### config.mk
export PLATFORM = sky130hd
export DESIGN_NAME = keystream_xor
export DESIGN_NICKNAME = d
export VERILOG_FILES = /design/src/rtl/keystream_xor.sv
export SDC_FILE = /design/constraint.sdc
export NUM_CORES = 1
export LEC_CHECK = 0
export ABC_AREA = 1
export BUFFER_PORTS_ARGS = -buffer_cell sky130_fd_sc_hd__buf_2
export CORE_MARGIN = 2
export CORE_UTILIZATION = 51
export CTS_CLUSTER_DIAMETER = 50
export DETAILED_ROUTE_END_ITERATION = 10
export GPL_TIMING_DRIVEN = 1
export PLACE_DENSITY = 0.76
export SLEW_MARGIN = 20
export SYNTH_ARGS = -nofsm -noshare
export SYNTH_HDL_FRONTEND = slang
export SYNTH_SLANG_ARGS = --single-unit
### constraint.sdc
create_clock -name clk -period 1.5 [get_ports clk]
set_input_delay 0.375 -clock clk [delete_from_list [all_inputs] [get_ports clk]]
set_output_delay 0.375 -clock clk [all_outputs]
set_load 0.02 [all_outputs]
### src/rtl/keystream_xor.sv
// -----------------------------------------------------------------------------
// keystream_xor
//
// Packs a serial keystream (one bit per cycle, e.g. A5/1 out_key) into bytes
// and XORs each completed keystream byte with one data byte. There is a
// one-byte hold register between the bit gatherer and the XOR stage. The next
// byte can therefore be gathered while the previous one waits for data, and a
// full run streams at one byte every 8 cycles.
//
// Parameters
//   NBYTES     bytes emitted per run before the block parks in DONE
//   LSB_FIRST  1: first keystream bit of a byte lands in bit 0; 0: in bit 7
//
// Ports
//   clk         clock, all state on the rising edge
//   rst_n       asynchronous active-low reset
//   start       one-cycle pulse, begins a run from IDLE or DONE
//   ks_bit      serial keystream bit
//   ks_valid    ks_bit is valid
//   ks_ready    block accepts ks_bit this cycle
//   din         input data byte
//   din_valid   din is valid
//   din_ready   din accepted this cycle when din_valid is also high
//   dout        din XOR keystream byte
//   dout_valid  dout holds a result
//   dout_ready  downstream consumes dout this cycle
//   byte_cnt    bytes emitted in the current run (saturates at NBYTES)
//   done        high while in DONE
// -----------------------------------------------------------------------------
module keystream_xor #(
    parameter int NBYTES    = 65536,
    parameter bit LSB_FIRST = 1'b1,
    localparam int CNT_W    = $clog2(NBYTES + 1)
) (
    input  logic             clk,
    input  logic             rst_n,
    input  logic             start,
    input  logic             ks_bit,
    input  logic             ks_valid,
    output logic             ks_ready,
    input  logic [7:0]       din,
    input  logic             din_valid,
    output logic             din_ready,
    output logic [7:0]       dout,
    output logic             dout_valid,
    input  logic             dout_ready,
    output logic [CNT_W-1:0] byte_cnt,
    output logic             done
);

    typedef enum logic [1:0] {
        S_IDLE = 2'd0,
        S_RUN  = 2'd1,
        S_DONE = 2'd2
    } state_t;

    localparam logic [CNT_W-1:0] LAST_CNT    = CNT_W'(NBYTES);
    localparam logic [CNT_W-1:0] LAST_CNT_M1 = CNT_W'(NBYTES - 1);

    state_t           r_state;
    state_t           w_state_next;
    logic [2:0]       r_bit_cnt;
    logic [7:0]       r_gather;
    logic [7:0]       r_kb;
    logic             r_kb_valid;
    logic [7:0]       r_dout;
    logic             r_dout_valid;
    logic [CNT_W-1:0] r_byte_cnt;

    logic             w_run;
    logic             w_start_ok;
    logic             w_ks_xfer;
    logic             w_din_xfer;
    logic             w_dout_xfer;
    logic             w_last_bit;
    logic             w_last_byte;
    logic [2:0]       w_bit_pos;
    logic [7:0]       w_gather_next;

    assign w_run      = (r_state == S_RUN);
    assign w_start_ok = start & (r_state != S_RUN);

    // A din transfer consumes the hold register. This is the kb_consume term.
    assign din_ready  = w_run & r_kb_valid & (~r_dout_valid | dout_ready);
    assign w_din_xfer = din_valid & din_ready;

    // The 8th bit may be gathered while the full hold register is being
    // consumed in the same cycle. The new byte replaces the old one, and no
    // bubble is inserted.
    assign ks_ready   = w_run & ((r_bit_cnt != 3'd7) | ~r_kb_valid | w_din_xfer);
    assign w_ks_xfer  = ks_valid & ks_ready;
    assign w_last_bit = w_ks_xfer & (r_bit_cnt == 3'd7);

    assign w_dout_xfer = r_dout_valid & dout_ready;
    assign w_last_byte = w_dout_xfer & (r_byte_cnt == LAST_CNT_M1);

    assign w_bit_pos = LSB_FIRST ? r_bit_cnt : (3'd7 - r_bit_cnt);

    // Every bit position is overwritten once per byte. The gather register
    // therefore never needs clearing between bytes.
    always_comb begin
        // NOTE: default first so that no path leaves the signal unassigned (no latch).
        w_gather_next            = r_gather;
        w_gather_next[w_bit_pos] = ks_bit;
    end

    // ------------------------------------------------------------------
    // Control FSM
    // ------------------------------------------------------------------
    always_ff @(posedge clk or negedge rst_n) begin
        if (!rst_n) begin
            // NOTE: non-blocking assignments for all clocked state, so every
            // flop samples values from before the edge.
            r_state <= S_IDLE;
        end else begin
            r_state <= w_state_next;
        end
    end

    always_comb begin
        w_state_next = r_state;
        case (r_state)
            S_IDLE:  if (start)       w_state_next = S_RUN;
            S_RUN:   if (w_last_byte) w_state_next = S_DONE;
            S_DONE:  if (start)       w_state_next = S_RUN;
            default:                  w_state_next = S_IDLE;
        endcase
    end

    // ------------------------------------------------------------------
    // Datapath: gather, hold register, output register, byte counter
    // ------------------------------------------------------------------
    always_ff @(posedge clk or negedge rst_n) begin
        if (!rst_n) begin
            r_bit_cnt    <= 3'd0;
            r_gather     <= 8'h00;
            r_kb         <= 8'h00;
            r_kb_valid   <= 1'b0;
            r_dout       <= 8'h00;
            r_dout_valid <= 1'b0;
            r_byte_cnt   <= '0;
        end else if (w_start_ok) begin
            // A new run discards whatever the previous run left behind.
            r_bit_cnt    <= 3'd0;
            r_gather     <= 8'h00;
            r_kb         <= 8'h00;
            r_kb_valid   <= 1'b0;
            r_dout       <= 8'h00;
            r_dout_valid <= 1'b0;
            r_byte_cnt   <= '0;
        end else begin
            if (w_ks_xfer) begin
                r_gather  <= w_gather_next;
                r_bit_cnt <= r_bit_cnt + 3'd1;   // wraps 7 -> 0
            end

            // The completed byte, including the bit arriving on this edge,
            // goes straight to the hold register.
            if (w_last_bit) begin
                r_kb       <= w_gather_next;
                r_kb_valid <= 1'b1;
            end else if (w_din_xfer) begin
                r_kb_valid <= 1'b0;
            end

            if (w_din_xfer) begin
                r_dout       <= din ^ r_kb;
                r_dout_valid <= 1'b1;
            end else if (w_dout_xfer) begin
                r_dout_valid <= 1'b0;
            end

            if (w_dout_xfer && (r_byte_cnt != LAST_CNT)) begin
                r_byte_cnt <= r_byte_cnt + CNT_W'(1);
            end
        end
    end

    assign dout       = r_dout;
    assign dout_valid = r_dout_valid;
    assign byte_cnt   = r_byte_cnt;
    assign done       = (r_state == S_DONE);

endmodule

== Word level (Yosys, flattened, before mapping) ==
Cells that the tools add are included.

* Flip-flop bits (word level): 48
* Input bits: 15
* Output and inout bits: 29
* Word-level logic and storage cells: 69

* $add $sub $neg: 2
* Order comparisons: 2
* Eq/ne operators: 9
* Multiplexer cells: 22
* Bitwise operators: 15
* Reductions and logical operators: 11

{| class="wikitable"
|+ Operators with widths
! kind !! count
|-
| 2-to-1 mux 8 bit || 6
|-
| 2-to-1 mux 17 bit || 2
|-
| adder 17 x 1 -> 17 bit (second input constant) || 1
|-
| == test 17 x 16 -> 1 bit (second input constant) || 1
|-
| inequality test 17 bit (second input constant) || 1
|-
| AND 1 bit || 9
|-
| bitwise mux 8 bit || 1
|-
| nonzero test 2 bit || 4
|-
| XOR 8 bit || 1
|-
| 2-to-1 mux 1 bit || 7
|-
| 2-to-1 mux 3 bit || 2
|-
| inequality test 2 x 1 -> 1 bit (second input constant) || 3
|-
| nonzero test 3 bit || 2
|-
| < comparator 3 x 4 -> 1 bit (second input constant) || 1
|-
| 2-to-1 mux 2 bit || 2
|-
| case mux 2 bit (2 select lines) || 1
|-
| adder 3 x 1 -> 3 bit (second input constant) || 1
|-
| demux 1 bit (select 3 bit) || 1
|-
| == test 3 bit (second input constant) || 1
|-
| >= comparator 3 x 1 -> 1 bit (second input constant) || 1
|-
| inequality test 3 bit (second input constant) || 1
|-
| OR 1 bit || 3
|-
| == test 2 x 1 -> 1 bit (second input constant) || 1
|-
| == test 2 bit (second input constant) || 1
|-
| other kinds (5) || 7
|}

== Depth between registers and ports, before layout ==
* Depth in word-level cells: 10
* Gate-level depth with buffers: 13
* Gate-level depth less buffers: 12

== Least setup slack after synthesis ==
Ideal clock, no wire load.

* Path kind: reg-to-reg
* Start: register r_byte_cnt[0] (netlist: byte_cnt[0])
* End: register r_byte_cnt[16] (netlist: byte_cnt[16])
* Library setup time: 83 ps
* Arrival: 1758 ps
* Data required time: 1417 ps
* Slack: -340 ps
* Cell stages (with the launch flop): 10
* Buffers on the path: 0
* Period minus slack after synthesis: 1840 ps
* Path through: dfrtp_1 > ha_1 > nand3_1 > nor2_1 > nand2_1 > nor4_1 > ha_1 > nor2_1 > nand2_1 > o21ai_0

* Longest elaborated chain between the ends: 3
* Elaborated cells on any way between the ends: 6
* Classes of those cells: add/sub: 1; eq/ne: 1; mux: 2; reduce/logical: 2

{| class="wikitable"
|+ Ends and longest elaborated chain
! what !! line !! text
|-
| from (decl) || 68 || <nowiki>logic [CNT_W-1:0] r_byte_cnt;</nowiki>
|-
| from (signal assigned) || 174 || <nowiki>r_byte_cnt <= r_byte_cnt + CNT_W'(1);</nowiki>
|-
| adder 17 x 1 -> 17 bit or inequality test 17 bit (tied branches) || 174, 173 ||
|-
| 2-to-1 mux 17 bit or logical AND 1 bit (tied branches) || 173 || <nowiki>if (w_dout_xfer && (r_byte_cnt != LAST_CNT)) begin</nowiki>
|-
| 2-to-1 mux 17 bit or nonzero test 2 bit (tied branches) || n/a ||
|}

Several ways; a longest one is shown, not always the timed one. The select of a mux whose other input is x is not followed.
A chain may end at the register's enable or synchronous reset.

== Worst setup path in the final report ==
* Start: register r_bit_cnt[0]
* End: output port ks_ready

* Longest elaborated chain between the ends: 4

{| class="wikitable"
|+ Ends and longest elaborated chain
! what !! line !! text
|-
| from (decl) || 62 || <nowiki>logic [2:0] r_bit_cnt;</nowiki>
|-
| from (signal assigned) || 154 || <nowiki>r_bit_cnt <= r_bit_cnt + 3'd1;</nowiki>
|-
| inequality test 3 bit || 90 || <nowiki>assign ks_ready = w_run & ((r_bit_cnt != 3'd7) | ~r_kb_valid | w_din_xfer);</nowiki>
|-
| OR 1 bit (2 in a row) || 90 ||
|-
| AND 1 bit || 90 ||
|-
| to (decl) || 40 || <nowiki>output logic ks_ready,</nowiki>
|}

No other way between the ends.

==> reports/metrics.cfg <==
[sta]
skew_ps=9.24
max_slew.worst_pin.slew_ps=303
holdWs_ps=37.0
post-route-min-period_ps=1740
finalCritPeriodShare=1.16
final-max-slew-violation-count=0
finalSetupViolations=40
slew_headroom=0.796
fmax_ghz=0.574
hold_violations=0
rsz0062_at_grt=true
fin_ws_ps=-242

[power_and_ir_drop]
p_clk_frac=0.174
ir_drop_v=0.000860
internal_power_mw=3.41
total_power_mw=5.88
power_frac_comb=0.484
netSwitchingFraction=0.420
power_switching_mw=2.47
seq_power_share=0.343
power_density_nw_per_um2=1520
leakagePower_nw=1.85

[routing]
first_iter_violations=365
firstDrtPassIters=5
routed_wl_mm=8.54
ant_nets=0
vias=2915
drc=0
wl_per_cell_um=17.0
vias_per_cell=5.80

[setup_path]
crit_family=flip-flops
reg2reg_to=byte_cnt[9]
path_buf_inv=1
rrSetupSlack_ps=-240
critPathMaxFanout=2
r2r_start=byte_cnt[1]
cp-start-kind=register
crit_chain=ha_2 > ha_4 > nand2_2 > nand2_2 > nand2_4 > buf_6
setup.worst_path.class=reg2out
required_ps=1120
cpPeakStageDelay_ps=400
reg2reg_depth=13
arrival_ps=1370
critPathCaptureType=output port
cp_common_cell=nand2_2
crit_slowest_cell=dfrtp_1

[grt]
grt_util_met1=0.376
grt_overflow_total=0
grt_first_pass_wirelength_mm=13.1
grt_pass1_vias=2606
grt_usage=0.279
grt_max_degree=49
antenna_found_initial=0
met3_usage=0.0486
met2_usage=0.459
top_usage_layer=met2

[synth]
synth.cell_area_um2=2670
ys_warn_count=0
syn_inst=341
seq_area_frac_synth=0.449
ys_ff_latch=48
synth_cell_types=30
syn_avg_cell_area_um2=7.84
synthesis.nets=361

[clock_network]
insertion_delay_ps=310
clock_sinks=48
cts_tree=built
cts.clk_slew.worst_paths_ps=100
clock_path_buffers=2
cts-root-buf=clkbuf_8
htree_levels=2
cts_buffers=5

[floorplan]
pin_count=44
die_h_um=76.4
chipWidth_um=76.4
fp-row-count=26
coreArea_um2=5070
initial_utilization=0.527
dieArea_um2=5840

[finish]
final_cell_mix=nand2_1 (75), dfrtp_1 (44), buf_2 (38)
drive_gt1_frac=0.386
fin_area_um2=3850
syn_to_final_growth_pct=44.2
nFillCells=336
diodes=0
nets=452
final_common_cell=nand2_1

[run_status]
outcome=complete, but fails checks
violations=negative setup slack

[placed_design]
postPlaceCellArea_um2=3270
dp_hpwl_mm=4.81
gp_congestion=0.922
dp_slack_ps=-211
portBuffers=43

[min_path]
hold_class=in2async

[job]
cap_viol_max_count=0

## cells in the mapped netlist
cell       n  area, um2
nand4_4    1       21.3
nand2_2    1       6.26
inv_1     24       90.1
nor4_1     1       6.26
mux2i_1    1       10.0
ha_1       5       62.6
xnor2_1   10       87.6
nand2_1   96        360
or2_2      1       6.26
o21ai_0   29        145
o21bai_1   4       30.0
and3_1     1       6.26
a21oi_2    1       8.76
nand2_4    2       22.5
buf_2      3       15.0
a21oi_1    7       35.0
nor2_1    33        124
inv_2      3       11.3
buf_4      2       15.0
buf_6      2       22.5
nor2_4     1       11.3
dfrtp_1   48       1200
nand3_1   42        210
xor2_1     4       35.0
a32o_1     1       10.0
o21ai_1    3       15.0
nand4_1   12       75.1
buf_1      1       3.75
nor2_8     1       20.0
clkinv_2   1       5.00
## cell families after synthesis
family / after synthesis / synth area share
compound gates: 45 / 0.0913
xor+xnor: 14 / 0.0459
fa+ha+maj: 5 / 0.0234
buf+inv: 36 / 0.0609
flops: 48 / 0.449
mux: 1 / 0.00375
simple gates: 192 / 0.325
## per-stage QoR
step,TNS (ps),utilization,cells
after floorplan,-3070,-,341
after global placement,-1390,0.645,479
final,-4520,0.760,503
after CTS,-2270,0.733,498
after global routing,-7940,0.760,503
after detailed placement,-2400,0.645,479
## power by group through the flow
stage	Sequential [mW]	Combinational [mW]	Clock, mW
after global placement	1.99	2.10	0
after global routing	2.06	3.06	1.09
after detailed placement	2.02	2.15	0
after CTS	1.99	2.57	1.01
after floorplan	2.28	1.10	0
final	2.01	2.84	1.02
## worst max path at each step
| stage | from | to | slack [ps] | depth (start not counted) |
|---|---|---|---|---|
| finish | r_bit_cnt[0] | ks_ready | -240 | 6 |
| floorplan | byte_cnt[0] | byte_cnt[16] | -190 | 9 |
| CTS | r_bit_cnt[0] | ks_ready | -240 | 6 |
| global placement | byte_cnt[0] | byte_cnt[16] | -160 | 9 |
| detailed placement | byte_cnt[0] | byte_cnt[16] | -210 | 9 |
| global route | byte_cnt[0] | byte_cnt[6] | -320 | 14 |
## flip-flops by register name, summed over array words and instances (netlist names)
name        count
r_gather        8
r_kb            8
dout_valid      1
r_state         2
r_bit_cnt       3
r_kb_valid      1
byte_cnt       17
dout            8
## layer usage
layer,up-vias,wire (um)
met4,0,377
met5,-,0
met3,59,731
li1,1310,-
met1,1366,3400
met2,180,4030
## cell type report
cell class                 instances  area [um2]  area share
multi-input combinational        258        1600       0.414
sequential                        48        1210       0.313
timing repair buffer              89         679       0.176
inverter                          28         140      0.0364
tap                               70        87.6      0.0227
clock buffer                       6        82.6      0.0214
clock inverter                     2        38.8      0.0101
timing repair inverter             2        23.8     0.00617
## what timing repair did
| item | 4_1_cts | 5_1_grt |
|---|---|---|
| hold buffers | 0 | 0 |
| buffers inserted | 10 | 4 |
| resized for setup | 61 | 25 |
| endpoints found under the setup margin | 22 | 46 |
| pin swaps | 21 | 19 |
| endpoints found under the hold margin | 0 | 0 |
| cloned | 2 | 2 |
No activity file was read; power rests on OpenSTA's default activity.
